<file path="config.mk">
export PLATFORM = sky130hd
export DESIGN_NAME = netwalk_scan_encoder_flat
export DESIGN_NICKNAME = d
export VERILOG_FILES = /design/src/rtl/netwalk_scan_encoder_if.sv /design/src/rtl/netwalk_scan_encoder.sv /design/src/flat_wrapper.sv
export SDC_FILE = /design/constraint.sdc
export NUM_CORES = 1
export LEC_CHECK = 0
export ABC_AREA = 1
export CORE_ASPECT_RATIO = 1.25
export CORE_MARGIN = 2
export CORE_UTILIZATION = 54
export CTS_BUF_LIST = sky130_fd_sc_hd__clkbuf_16
export DETAILED_ROUTE_END_ITERATION = 10
export PLACE_DENSITY_LB_ADDON = 0.3
export REMOVE_ABC_BUFFERS = 1
export SLEW_MARGIN = 20
export SYNTH_ARGS = -nofsm -noshare
export SYNTH_HDL_FRONTEND = slang
export SYNTH_SLANG_ARGS = --single-unit
</file>
<file path="constraint.sdc">
create_clock -name clk -period 5.2 [get_ports clk]
set_clock_uncertainty 0.1 [all_clocks]
set_input_delay 0.52 -clock clk [delete_from_list [all_inputs] [get_ports clk]]
set_output_delay 0.52 -clock clk [all_outputs]
set_load 0.02 [all_outputs]
</file>
<file path="src/rtl/netwalk_scan_encoder_if.sv">
// ---------------------------------------------------------------------------
// netwalk_scan_encoder_if
// Handshake bundle between a request-bitmap producer / index consumer (master)
// and the netwalk scan encoder (slave).
//   in_valid / in_ready / in_vector   : request bitmap, producer -> encoder
//   out_valid / out_ready             : index beat handshake, encoder -> consumer
//   out_index / out_last / out_count  : current set-bit index, final flag, ordinal
//   out_zero                          : present only with NETWALK_SCAN_ENC_ZERO_FLAG_EN,
//                                       marks the single beat emitted for a zero vector
// ---------------------------------------------------------------------------
interface netwalk_scan_encoder_if #(
    parameter int OUT_W = 6,
    parameter int IN_W  = 1 << OUT_W
);
    logic             in_valid;
    logic             in_ready;
    logic [IN_W-1:0]  in_vector;
    logic             out_valid;
    logic             out_ready;
    logic [OUT_W-1:0] out_index;
    logic             out_last;
    logic [OUT_W-1:0] out_count;
`ifdef NETWALK_SCAN_ENC_ZERO_FLAG_EN
    logic             out_zero;

    modport master (
        output in_valid, in_vector, out_ready,
        input  in_ready, out_valid, out_index, out_last, out_count, out_zero
    );

    modport slave (
        input  in_valid, in_vector, out_ready,
        output in_ready, out_valid, out_index, out_last, out_count, out_zero
    );
`else
    modport master (
        output in_valid, in_vector, out_ready,
        input  in_ready, out_valid, out_index, out_last, out_count
    );

    modport slave (
        input  in_valid, in_vector, out_ready,
        output in_ready, out_valid, out_index, out_last, out_count
    );
`endif
endinterface

</file>
<file path="src/rtl/netwalk_scan_encoder.sv">
// ---------------------------------------------------------------------------
// netwalk_scan_encoder
// Sequential multi-hot encoder: accepts a request bitmap and emits the index of
// every set bit, one per accepted beat, lowest-first (LSB_FIRST=1) or
// highest-first (LSB_FIRST=0). Each beat carries out_last (final index of the
// vector) and out_count (0-based ordinal within the vector).
// Ports:
//   clk    : rising-edge clock
//   reset  : synchronous, active-high
//   bus    : netwalk_scan_encoder_if.slave (in/out valid-ready handshakes)
// Optional feature macro: NETWALK_SCAN_ENC_ZERO_FLAG_EN
//   defined   -> a zero vector produces one out_zero beat (ZERO state)
//   undefined -> a zero vector is consumed and dropped
// ---------------------------------------------------------------------------
module netwalk_scan_encoder #(
    parameter int ENCODER_OUT_WIDTH = 6,
    parameter int ENCODER_IN_WIDTH  = 1 << ENCODER_OUT_WIDTH,
    parameter bit LSB_FIRST         = 1'b1
) (
    input  logic                   clk,
    input  logic                   reset,
    netwalk_scan_encoder_if.slave  bus
);

    localparam int OW = ENCODER_OUT_WIDTH;
    localparam int IW = ENCODER_IN_WIDTH;
    localparam logic [IW-1:0] ONE_VEC = {{(IW-1){1'b0}}, 1'b1};
    localparam logic [OW-1:0] ONE_CNT = {{(OW-1){1'b0}}, 1'b1};

`ifdef NETWALK_SCAN_ENC_ZERO_FLAG_EN
    typedef enum logic [1:0] {
        ST_IDLE = 2'd0,
        ST_SCAN = 2'd1,
        ST_ZERO = 2'd2
    } state_t;
`else
    typedef enum logic [1:0] {
        ST_IDLE = 2'd0,
        ST_SCAN = 2'd1
    } state_t;
`endif

    state_t          state_r;
    logic [IW-1:0]   pending_r;
    logic [OW-1:0]   count_r;
    logic            in_ready_r;
    logic            out_valid_r;
`ifdef NETWALK_SCAN_ENC_ZERO_FLAG_EN
    logic            zero_r;
`endif

    logic [OW-1:0]   sel_index_s;
    logic [IW-1:0]   sel_mask_s;
    logic            single_s;

    // Priority encode: the scan order decides which end wins.
    function automatic logic [OW-1:0] prio_encode(input logic [IW-1:0] vec);
        logic [OW-1:0] idx;
        idx = '0;
        if (LSB_FIRST) begin
            for (int i = IW - 1; i >= 0; i--) begin
                if (vec[i]) idx = OW'(i);
                else        idx = idx;
            end
        end else begin
            for (int i = 0; i < IW; i++) begin
                if (vec[i]) idx = OW'(i);
                else        idx = idx;
            end
        end
        return idx;
    endfunction

    // Current beat decode from the pending bitmap; x & (x-1) clears the lowest
    // set bit, so a zero result on a nonzero x means exactly one bit remains.
    always_comb begin
        sel_index_s = prio_encode(pending_r);
        sel_mask_s  = ONE_VEC << sel_index_s;
        single_s    = (pending_r != '0) && ((pending_r & (pending_r - ONE_VEC)) == '0);
    end

    assign bus.in_ready  = in_ready_r;
    assign bus.out_valid = out_valid_r;
    assign bus.out_index = sel_index_s;
    assign bus.out_count = count_r;
`ifdef NETWALK_SCAN_ENC_ZERO_FLAG_EN
    assign bus.out_last  = single_s | zero_r;
    assign bus.out_zero  = zero_r;
`else
    assign bus.out_last  = single_s;
`endif

    // Control FSM: accept a bitmap in IDLE, retire one bit per beat in SCAN.
    always_ff @(posedge clk) begin
        if (reset) begin
            state_r     <= ST_IDLE;
            pending_r   <= '0;
            count_r     <= '0;
            in_ready_r  <= 1'b0;
            out_valid_r <= 1'b0;
`ifdef NETWALK_SCAN_ENC_ZERO_FLAG_EN
            zero_r      <= 1'b0;
`endif
        end else begin
            case (state_r)
                ST_IDLE: begin
                    if (in_ready_r && bus.in_valid) begin
                        if (bus.in_vector != '0) begin
                            pending_r   <= bus.in_vector;
                            count_r     <= '0;
                            in_ready_r  <= 1'b0;
                            out_valid_r <= 1'b1;
                            state_r     <= ST_SCAN;
                        end else begin
`ifdef NETWALK_SCAN_ENC_ZERO_FLAG_EN
                            in_ready_r  <= 1'b0;
                            out_valid_r <= 1'b1;
                            zero_r      <= 1'b1;
                            state_r     <= ST_ZERO;
`else
                            // Zero vector is consumed and dropped.
                            in_ready_r  <= 1'b1;
`endif
                        end
                    end else begin
                        // Also raises in_ready on the first cycle after reset.
                        in_ready_r <= 1'b1;
                    end
                end
                ST_SCAN: begin
                    if (bus.out_ready) begin
                        pending_r <= pending_r & ~sel_mask_s;
                        if (single_s) begin
                            count_r     <= '0;
                            out_valid_r <= 1'b0;
                            in_ready_r  <= 1'b1;
                            state_r     <= ST_IDLE;
                        end else begin
                            count_r <= count_r + ONE_CNT;
                        end
                    end else begin
                        pending_r <= pending_r;
                    end
                end
`ifdef NETWALK_SCAN_ENC_ZERO_FLAG_EN
                ST_ZERO: begin
                    if (bus.out_ready) begin
                        zero_r      <= 1'b0;
                        out_valid_r <= 1'b0;
                        in_ready_r  <= 1'b1;
                        state_r     <= ST_IDLE;
                    end else begin
                        zero_r <= 1'b1;
                    end
                end
`endif
                default: begin
                    state_r     <= ST_IDLE;
                    pending_r   <= '0;
                    count_r     <= '0;
                    in_ready_r  <= 1'b0;
                    out_valid_r <= 1'b0;
`ifdef NETWALK_SCAN_ENC_ZERO_FLAG_EN
                    zero_r      <= 1'b0;
`endif
                end
            endcase
        end
    end

endmodule
</file>
<file path="src/flat_wrapper.sv">
// flat-port wrapper written by rule: the top's interface ports become plain ports
module netwalk_scan_encoder_flat 
#(
    parameter int ENCODER_OUT_WIDTH = 6,
    parameter int ENCODER_IN_WIDTH  = 1 << ENCODER_OUT_WIDTH,
    parameter bit LSB_FIRST         = 1'b1
)
  (clk, reset, bus_in_valid, bus_in_vector, bus_out_ready, bus_in_ready, bus_out_valid, bus_out_index, bus_out_last, bus_out_count);
  netwalk_scan_encoder_if bus_i ();
  input  logic clk;
  input  logic reset;
  input wire logic [$bits(bus_i.in_valid)-1:0] bus_in_valid;
  input wire logic [$bits(bus_i.in_vector)-1:0] bus_in_vector;
  input wire logic [$bits(bus_i.out_ready)-1:0] bus_out_ready;
  output wire logic [$bits(bus_i.in_ready)-1:0] bus_in_ready;
  output wire logic [$bits(bus_i.out_valid)-1:0] bus_out_valid;
  output wire logic [$bits(bus_i.out_index)-1:0] bus_out_index;
  output wire logic [$bits(bus_i.out_last)-1:0] bus_out_last;
  output wire logic [$bits(bus_i.out_count)-1:0] bus_out_count;
  assign bus_i.in_valid = bus_in_valid;
  assign bus_i.in_vector = bus_in_vector;
  assign bus_i.out_ready = bus_out_ready;
  assign bus_in_ready = bus_i.in_ready;
  assign bus_out_valid = bus_i.out_valid;
  assign bus_out_index = bus_i.out_index;
  assign bus_out_last = bus_i.out_last;
  assign bus_out_count = bus_i.out_count;
  netwalk_scan_encoder #(.ENCODER_OUT_WIDTH(ENCODER_OUT_WIDTH), .ENCODER_IN_WIDTH(ENCODER_IN_WIDTH), .LSB_FIRST(LSB_FIRST)) u_core (.clk(clk), .reset(reset), .bus(bus_i));
endmodule
</file>
=== Yosys cells after proc, flatten, opt, wreduce, memory -nomap -nowiden ===
Index checks and enable logic that the tools add are counted.

* Logic and storage cells: 113
* Input bits: 68
* Register bits after elaboration: 74

* Reductions and logical operators: 9
* Mux-type cells: 88
* $add $sub $neg: 2
* Bitwise logic cells: 3
* Shifts and indexed selects: 1
* Equality and inequality tests: 5

{| class="wikitable"
|+ Operators by type and width
! operator !! count
|-
| 6-bit two-way mux || 68
|-
| 64-bit two-way mux || 3
|-
| 64-bit bitwise AND || 2
|-
| 64-bit one-hot mux with 2 select lines || 1
|-
| 64-bit nonzero test || 2
|-
| 64-bit zero test || 1
|-
| 64-bit NOT || 1
|-
| 1-bit by 6-bit << shifter with 64-bit output (first input constant) || 1
|-
| 64-bit by 1-bit subtractor with 64-bit output (second input constant) || 1
|-
| 6-bit one-hot mux with 2 select lines || 1
|-
| 1-bit two-way mux || 8
|-
| 2-bit two-way mux || 4
|-
| 6-bit by 1-bit adder with 6-bit output (second input constant) || 1
|-
| 2-bit by 1-bit != test with 1-bit output (second input constant) || 2
|-
| 2-bit != test (second input constant) || 2
|-
| 1-bit one-hot mux with 2 select lines || 2
|-
| 2-bit one-hot mux with 2 select lines || 1
|-
| 4-bit AND reduction || 1
|-
| 3-bit AND reduction || 1
|-
| 2-bit by 1-bit equality test with 1-bit output (second input constant) || 1
|-
| 1-bit logical AND || 2
|-
| 2-bit zero test || 1
|-
| 2-bit AND reduction || 1
|}

=== Depth between registers and ports, before layout ===
Gate-level depths: netlist (run 1).

* Depth after elaboration: 69
* Gate-level depth with buffers: 61
* Gate-level depth less buffers: 61

=== Least setup slack after synthesis (run 1) ===
Ideal clock, no wire load.

* Path kind: register -> output
* Start: reg u_core.pending_r[2]
* End: out bus_out_last
* Path buffers: 0
* Setup slack: 1.294 ns
* Arrival time: 3.286 ns
* Stages on the path, launching flop included: 31
* Cells stage by stage: dfxtp_1 nor2_2 inv_2 nor2_4 inv_2 nor2_2 inv_2 nor2_4 nand3_2 inv_2 nand3_2 inv_2 nand3_2 inv_2 nand2_2 nor2_4 nand3_4 nor2_4 inv_2 nor3_4 nand3_2 nor2_2 inv_2 nor2_4 nand3_1 inv_2 nor2_1 a2111o_1 nor4_2 o2111ai_1 nor2_1

* Word-level cells in the longest chain between the ends: 4
* Elaborated cells on any way between the ends: 5
* Those cells by class: add/sub: 1; bitwise: 1; reduce/logical: 3

{| class="wikitable"
|+ RTL lines
! element !! line !! text
|-
| from (decl) || netwalk_scan_encoder.sv:44 || <nowiki>logic [IW-1:0] pending_r;</nowiki>
|-
| from (signal assigned) || netwalk_scan_encoder.sv:109 || <nowiki>pending_r <= bus.in_vector;</nowiki>
|-
| from (signal assigned) || netwalk_scan_encoder.sv:132 || <nowiki>pending_r <= pending_r & ~sel_mask_s;</nowiki>
|-
| from (signal assigned) || netwalk_scan_encoder.sv:142 || <nowiki>pending_r <= pending_r;</nowiki>
|-
| 64-bit by 1-bit subtractor with 64-bit output || netwalk_scan_encoder.sv:79 || <nowiki>single_s = (pending_r != '0) && ((pending_r & (pending_r - ONE_VEC)) == '0);</nowiki>
|-
| 64-bit bitwise AND || netwalk_scan_encoder.sv:79 ||
|-
| 64-bit zero test || netwalk_scan_encoder.sv:79 ||
|-
| 1-bit logical AND * || netwalk_scan_encoder.sv:79 ||
|-
| to (decl) || flat_wrapper.sv:18 || <nowiki>output wire logic [$bits(bus_i.out_last)-1:0] bus_out_last;</nowiki>
|}

Mark *: on every way between the ends. The rest lies on a longest branch, timed or not.

=== Worst setup path in the final report (run 1) ===
Same ends and word-level chain as after synthesis.

==> results.py, run 1 <==
metrics = {
    "status": {
        "outcome": "finished, final reports clean",
    },
    "synthesis": {
        "syn_inst": 799,
        "synth_xor_area_frac": 0.006953,
        "synthAdderAreaFrac": 0.002483,
        "synth-compound-area-share": 0.2575,
        "synth_top_family_by_area": "simple AND/OR/NAND/NOR gates",
        "ys_seq_area_frac": 0.2861,
        "muxShareOfSynthArea": 0,
        "yosys_warnings": 0,
        "postSynthAreaPerCell_um2": 6.306,
        "ys.flop_type": "dfxtp_1",
        "synth-simple-area-share": 0.3300,
        "synth-seq-cells": 72,
        "synthArstFlopShare": 0,
        "synth-edff-count": 0,
        "netlist_area_um2": 5039,
        "synthDistinctLibCells": 42,
    },
    "die": {
        "core_um2": 9125,
        "die_area_um2": 10120,
        "ios": 83,
        "initial_core_util": 0.5522,
        "die_h_um": 112.0,
        "die_x_um": 90.40,
        "rows": 39,
    },
    "clock_network": {
        "clock_sinks": 72,
        "clk_pin_slew_ns": 0.06,
        "clk-insertion-delay-late_ns": 0.34,
        "clk_path_buf_depth": 2,
        "cts_tree": "built",
        "htreeDepth": 3,
        "cts-buffers-inserted": 9,
        "cts_hold_buf": 0,
        "cts-root-buf": "clkbuf_16",
    },
    "sta": {
        "whs_ns": 0.4057,
        "max_freq_mhz": 197.3,
        "tightest_slew_ns": 1.011,
        "hold_viol": 0,
        "setup_tns_ns": 0,
        "finalCritPeriodShare": 0.9746,
        "period_needed_ns": 5.068,
        "drv_slew": 0,
        "finalSetupViolations": 0,
        "rsz0062_at_grt": "yes",
        "slew_headroom": 0.3255,
    },
    "worst_setup_path": {
        "max_stage_delay_ns": 0.40,
        "cp_top_family": "simple AND/OR/NAND/NOR gates",
        "arrival_ns": 4.45,
        "crit_fanout": 4,
        "cpMostUsedCell": "inv_2",
        "critical_path_class": "reg -> out",
        "cp-start-kind": "register",
        "crit_path_end_kind": "output pin",
        "cp_num_buf_inv": 6,
        "crit_slowest_cell": "a2111o_1",
        "required_ns": 4.58,
    },
    "placement": {
        "dp_hpwl_um": 11910,
        "numPortBuffers": 82,
        "gp_congestion": 0.9555,
    },
    "grt": {
        "grt_pass1_wl_um": 27140,
        "grt_max_degree": 85,
        "grt_use_total": 0.3280,
        "antenna_found_initial": 0,
        "first_global_vias": 5927,
        "grt-ovfl-total": 0,
    },
    "power_and_ir_drop": {
        "peakVddDrop_mv": 0.4426,
        "leakage_nw": 2.572,
        "pwr_density_cell_nw_per_um2": 391.1,
    },
    "layout": {
        "nNetsFinal": 933,
        "final_common_cell": "nand2_1",
        "layout_common_cells": "nand2_1 (153), nor2_1 (115), inv_1 (101), a21oi_1 (83), clkdlybuf4s50_1 (79)",
        "n_antenna_cell": 0,
        "drive_above_1_share": 0.1013,
        "syn_to_final_growth_pct": 25.78,
    },
    "route": {
        "vias": 5936,
        "via_per_inst": 5.984,
        "finalWirelength_um": 16310,
        "first_pass_iters": 6,
        "drc": 0,
        "post_drt_wl_per_cell_um": 16.44,
        "drtAntennaViolNets": 0,
        "drtIter0Drc": 492,
    },
    "run": {
        "max_cap_violations": 0,
    },
    "worst_hold_path": {
        "hp-class": "reg -> reg",
    },
}
## path summary, 6_finish.rpt
| check | slack [ns] | from | endpoint | cells after the start |
|---|---|---|---|---|
| worst min-delay path | 0.41 | u_core.bus.out_count[0]$_SDFFE_PP0P_ | u_core.bus.out_count[0]$_SDFFE_PP0P_ | 2 |
| worst max register to register | 0.77 | u_core.pending_r[2]$_SDFFE_PP0P_ | u_core.state_r[0]$_SDFFE_PP0P_ | 28 |
| worst max-delay path | 0.13 | u_core.pending_r[2]$_SDFFE_PP0P_ | bus_out_last | 25 |
| worst min register to register | 0.41 | u_core.bus.out_count[0]$_SDFFE_PP0P_ | u_core.bus.out_count[0]$_SDFFE_PP0P_ | 2 |
## power breakdown
group          leakage, nW  internal [mW]  switching [mW]
logic                 1.82          0.377           0.689
clock network        0.153          0.421           0.257
registers            0.596          0.642          0.0924
## routing by layer
layer | track usage | up-vias | routed length (µm)
met5 | 0 | - | 0
met4 | 0.1672 | 0 | 699
met3 | 0.05954 | 47 | 1078
met2 | 0.5815 | 256 | 8125
met1 | 0.3764 | 2767 | 6401
li1 | - | 2866 | -
## registers in the layout, indices dropped and copies added (netlist names)
register              count
u_core.bus.out_count      6
u_core.pending_r         64
u_core.state_r            1
u_core.bus.in_ready       1
## final cells by class
class / instances / area (µm²)
Multi-Input combinational cell: 570 / 3078
Fill cell: 802 / 2788
Sequential cell: 72 / 1448
Timing Repair Buffer: 89 / 877.1
Inverter: 122 / 459.2
Clock buffer: 9 / 225.2
Tap cell: 123 / 153.9
Clock inverter: 7 / 96.34
## logic make-up after synthesis
kind of cell,count (synthesis)
AO/OA/AOI/OAI,197
XOR/XNOR,4
adder cells (fa/ha/maj),1
buffers and inverters,157
flip-flops,72
AND/OR/NAND/NOR,368
## worst min-delay path, delay by kind of cell (launching register included)
kind | cells | cell delay [ns]
AO/OA/AOI/OAI | 1 | 0.05
flip-flops | 1 | 0.33
AND/OR/NAND/NOR | 1 | 0.07
## cell usage after synthesis (3+ instances only)
cell type,count,area share
clkbuf_1,29,0.022
a221oi_1,58,0.10
nor3_1,10,0.0099
xor2_1,3,0.0052
dfxtp_1,72,0.29
nand4_1,8,0.0099
o21ai_0,20,0.020
nor2_1,117,0.087
nand3_1,27,0.027
nor4_1,18,0.022
or4_1,5,0.0075
a31oi_1,5,0.0062
a21oi_1,83,0.082
a211oi_1,7,0.010
nor2_2,7,0.0087
nand3_2,4,0.0079
o2111ai_1,3,0.0052
buf_1,6,0.0045
nand3b_1,3,0.0045
nand2_1,156,0.12
inv_2,20,0.015
o211ai_1,8,0.012
o31ai_1,3,0.0045
nor2_4,6,0.013
inv_1,101,0.075
## through the flow
| stage | total power [mW] | utilization | cells | worst slack, ns | instance area [µm²] |
|---|---|---|---|---|---|
| 2_1_floorplan | 1.476 | - | 764 | -5.516 | 4907 |
| 3_3_place_gp | 1.751 | 0.6501 | 973 | -0.1862 | 5932 |
| 3_5_place_dp | 1.766 | 0.6501 | 973 | -0.1353 | 5932 |
| 4_1_cts | 2.453 | 0.6892 | 990 | 0.006486 | 6289 |
| 5_1_grt | 2.650 | 0.6945 | 992 | -0.1961 | 6337 |
| 6_report | 2.479 | 0.6945 | 992 | 0.1319 | 6337 |
## timing repair
| item | CTS | global route |
|---|---|---|
| setup endpoints to repair | 1 | 2 |
| setup buffers | 1 | 2 |
| resized for setup | 8 | 18 |
| hold endpoints to repair | 0 | 0 |
| pin swaps | 2 | 2 |
No activity file was read; power rests on OpenSTA's default activity.
==> run 2: changes to the inputs <==
--- a/config.mk
+++ b/config.mk
@@ -7,7 +7,7 @@
 export LEC_CHECK = 0
 export ABC_AREA = 1
 export CORE_ASPECT_RATIO = 1.25
-export CORE_MARGIN = 2
+export CORE_MARGIN = 1
 export CORE_UTILIZATION = 54
 export CTS_BUF_LIST = sky130_fd_sc_hd__clkbuf_16
 export DETAILED_ROUTE_END_ITERATION = 10
==> run 2 against run 1 <==
Clock-buffer cell count unchanged. Critical path depth is 2 lower. Core utilization grew 1.0 points. Worst hold slack better by 0.0028 ns. Sequential share of layout area down 0.28 points. Largest power group unchanged.
==> results.py, run 2 (synthesis results as in run 1) <==
metrics = {
    "sta": {
        "whs_ns": 0.4085,
        "finalSetupViolations": 0,
        "tightest_slew_ns": 1.070,
        "finalCritPeriodShare": 0.9748,
        "fin_ws_ns": 0.1311,
        "period_needed_ns": 5.069,
        "hold_viol": 0,
        "slew_headroom": 0.2840,
        "max_freq_mhz": 197.3,
        "drv_slew": 0,
    },
    "worst_hold_path": {
        "min_to": "u_core.bus.out_count[0]$_SDFFE_PP0P_",
        "worstHoldStart": "u_core.bus.out_count[0]$_SDFFE_PP0P_",
        "hp-class": "reg -> reg",
        "hold_depth": 2,
    },
    "power_and_ir_drop": {
        "pwr_density_cell_nw_per_um2": 381.4,
        "switching_share": 0.4267,
        "switchingPower_mw": 1.041,
        "clockPowerShare": 0.254,
        "p_int_mw": 1.398,
        "pwr-share-seq": 0.300,
        "p_comb_frac": 0.446,
        "peakVddDrop_mv": 0.2514,
        "leakage_nw": 2.599,
    },
    "grt": {
        "grt_max_degree": 62,
        "grt_use_total": 0.3413,
        "grt_pass1_wl_um": 25740,
        "grt-ovfl-total": 0,
        "first_global_vias": 5575,
        "antenna_found_initial": 0,
    },
    "worst_setup_path": {
        "timing.rr.start": "u_core.pending_r[3]$_SDFFE_PP0P_",
        "crit_path_end_kind": "output pin",
        "cp-start-kind": "register",
        "max_stage_delay_ns": 0.44,
        "crit_fanout": 4,
        "required_ns": 4.58,
        "reg2regPathDepth": 27,
        "cp_top_family": "simple AND/OR/NAND/NOR gates",
        "rr_endpoint": "u_core.state_r[0]$_SDFFE_PP0P_",
        "crit_slowest_cell": "a2111o_1",
        "crit_chain": "nor2_2, inv_2, nor2_4, inv_2, nor2_4, inv_2, nor2_4, inv_2, nor2_4, nand2_2, nor3_4, nand2_2, inv_4, a31oi_4, a2111oi_4, o2111ai_2, nor4_2, nand3b_1, a2111o_1, nor4_4, o2111ai_2, nor2_1, buf_4",
        "arrival_ns": 4.45,
        "r2r_slack_ns": 0.57,
        "cp_num_buf_inv": 6,
        "critical_path_class": "reg -> out",
    },
    "clock_network": {
        "cts-buffers-inserted": 9,
        "clk_path_buf_depth": 2,
        "clk_pin_slew_ns": 0.06,
        "cts-root-buf": "clkbuf_16",
        "clock_sinks": 72,
        "cts_tree": "built",
        "htreeDepth": 3,
        "cts_hold_buf": 0,
        "clk-insertion-delay-late_ns": 0.34,
    },
    "route": {
        "post_drt_wl_per_cell_um": 16.01,
        "drtAntennaViolNets": 0,
        "first_pass_iters": 7,
        "finalWirelength_um": 16000,
        "via_per_inst": 5.945,
        "vias": 5939,
        "drc": 0,
        "drtIter0Drc": 451,
    },
    "die": {
        "die_area_um2": 9723,
        "die_x_um": 88.40,
        "initial_core_util": 0.5551,
        "core_um2": 9076,
        "rows": 39,
        "die_h_um": 110.0,
        "ios": 83,
    },
    "layout": {
        "largest_reg_flops": 64,
        "top_register": "u_core.pending_r",
        "syn_to_final_growth_pct": 26.92,
        "layout_common_cells": "nand2_1 (154), nor2_1 (114), inv_1 (102), a21oi_1 (83), clkdlybuf4s50_1 (79)",
        "drive_above_1_share": 0.1016,
        "nNetsFinal": 940,
        "finalNonFillerCells": 999,
        "final_common_cell": "nand2_1",
        "n_antenna_cell": 0,
    },
    "placement": {
        "numPortBuffers": 82,
        "dp_cells": 977,
        "gp_congestion": 0.9478,
        "pre_cts_ws_ns": -0.2484,
        "dp_hpwl_um": 11720,
    },
    "status": {
        "outcome": "finished, final reports clean",
    },
    "run": {
        "max_cap_violations": 0,
    },
}
run 2: cell types whose count changed in the layout (fill, tap and decap cells not counted), sizes merged:
| cell | change |
|---|---|
| bufinv | -1 |
| clkinv | +2 |
| buf | +8 |
| clkinvlp | -1 |
| clkdlybuf4s15 | -1 |
run 2: how the worst max path moves through the flow:
stage                                     start                              endpoint  cells after the start
2_1_floorplan    u_core.state_r[0]$_SDFFE_PP0P_  u_core.bus.out_count[5]$_SDFFE_PP0P_                      6
3_3_place_gp   u_core.pending_r[0]$_SDFFE_PP0P_                          bus_out_last                     23
3_5_place_dp   u_core.pending_r[2]$_SDFFE_PP0P_                          bus_out_last                     23
4_1_cts        u_core.pending_r[2]$_SDFFE_PP0P_                          bus_out_last                     25
5_1_grt        u_core.pending_r[3]$_SDFFE_PP0P_                          bus_out_last                     25
6_report       u_core.pending_r[3]$_SDFFE_PP0P_                          bus_out_last                     23
run 2: final cells by class:
type	count	area (µm²)
well taps	123	153.9
inverters	122	460.4
flip-flops and latches	72	1443
multi-input cells	570	3123
clock buffers	9	225.2
clock inverters	7	63.81
repair buffers	96	925.9
fillers	802	2681
run 2: power groups by stage:
stage | Clock [mW] | Combinational (mW) | Sequential, mW
6_report | 0.618 | 1.09 | 0.732
5_1_grt | 0.643 | 1.21 | 0.742
4_1_cts | 0.619 | 1.04 | 0.727
3_5_place_dp | 0 | 1.03 | 0.737
3_3_place_gp | 0 | 1.02 | 0.735
2_1_floorplan | 0 | 0.746 | 0.730
run 2: layer usage:
layer	up-vias	track usage	part of all wire
met1	2731	0.4035	0.40
met3	48	0.05510	0.061
met5	-	0	0
met4	0	0.1682	0.041
met2	272	0.5940	0.50
li1	2888	-	-
run 2: timing repair:
| item | 4_1_cts | 5_1_grt |
|---|---|---|
| pin swaps | 0 | 13 |
| resized for setup | 5 | 25 |
| buffers inserted | 0 | 6 |
| endpoints found under the setup margin | 1 | 2 |
run 2: worst register-to-register path, delay by kind of cell, from the launching register on:
kind | cells | cell delay, ns
flip-flops | 1 | 0.33
AO/OA/AOI/OAI | 7 | 1.62
buffers and inverters | 7 | 0.57
AND/OR/NAND/NOR | 13 | 1.91
run 2: stage by stage:
stage | instance area (µm²) | setup TNS [ns] | power, mW | util
after floorplan | 4907 | -346.85 | 1.476 | -
after global placement | 5962 | -0.2813 | 1.754 | 0.6569
after detailed placement | 5962 | -0.2484 | 1.766 | 0.6569
after CTS | 6266 | 0 | 2.388 | 0.6904
after global routing | 6395 | -0.05180 | 2.596 | 0.7046
final | 6395 | 0 | 2.439 | 0.7046
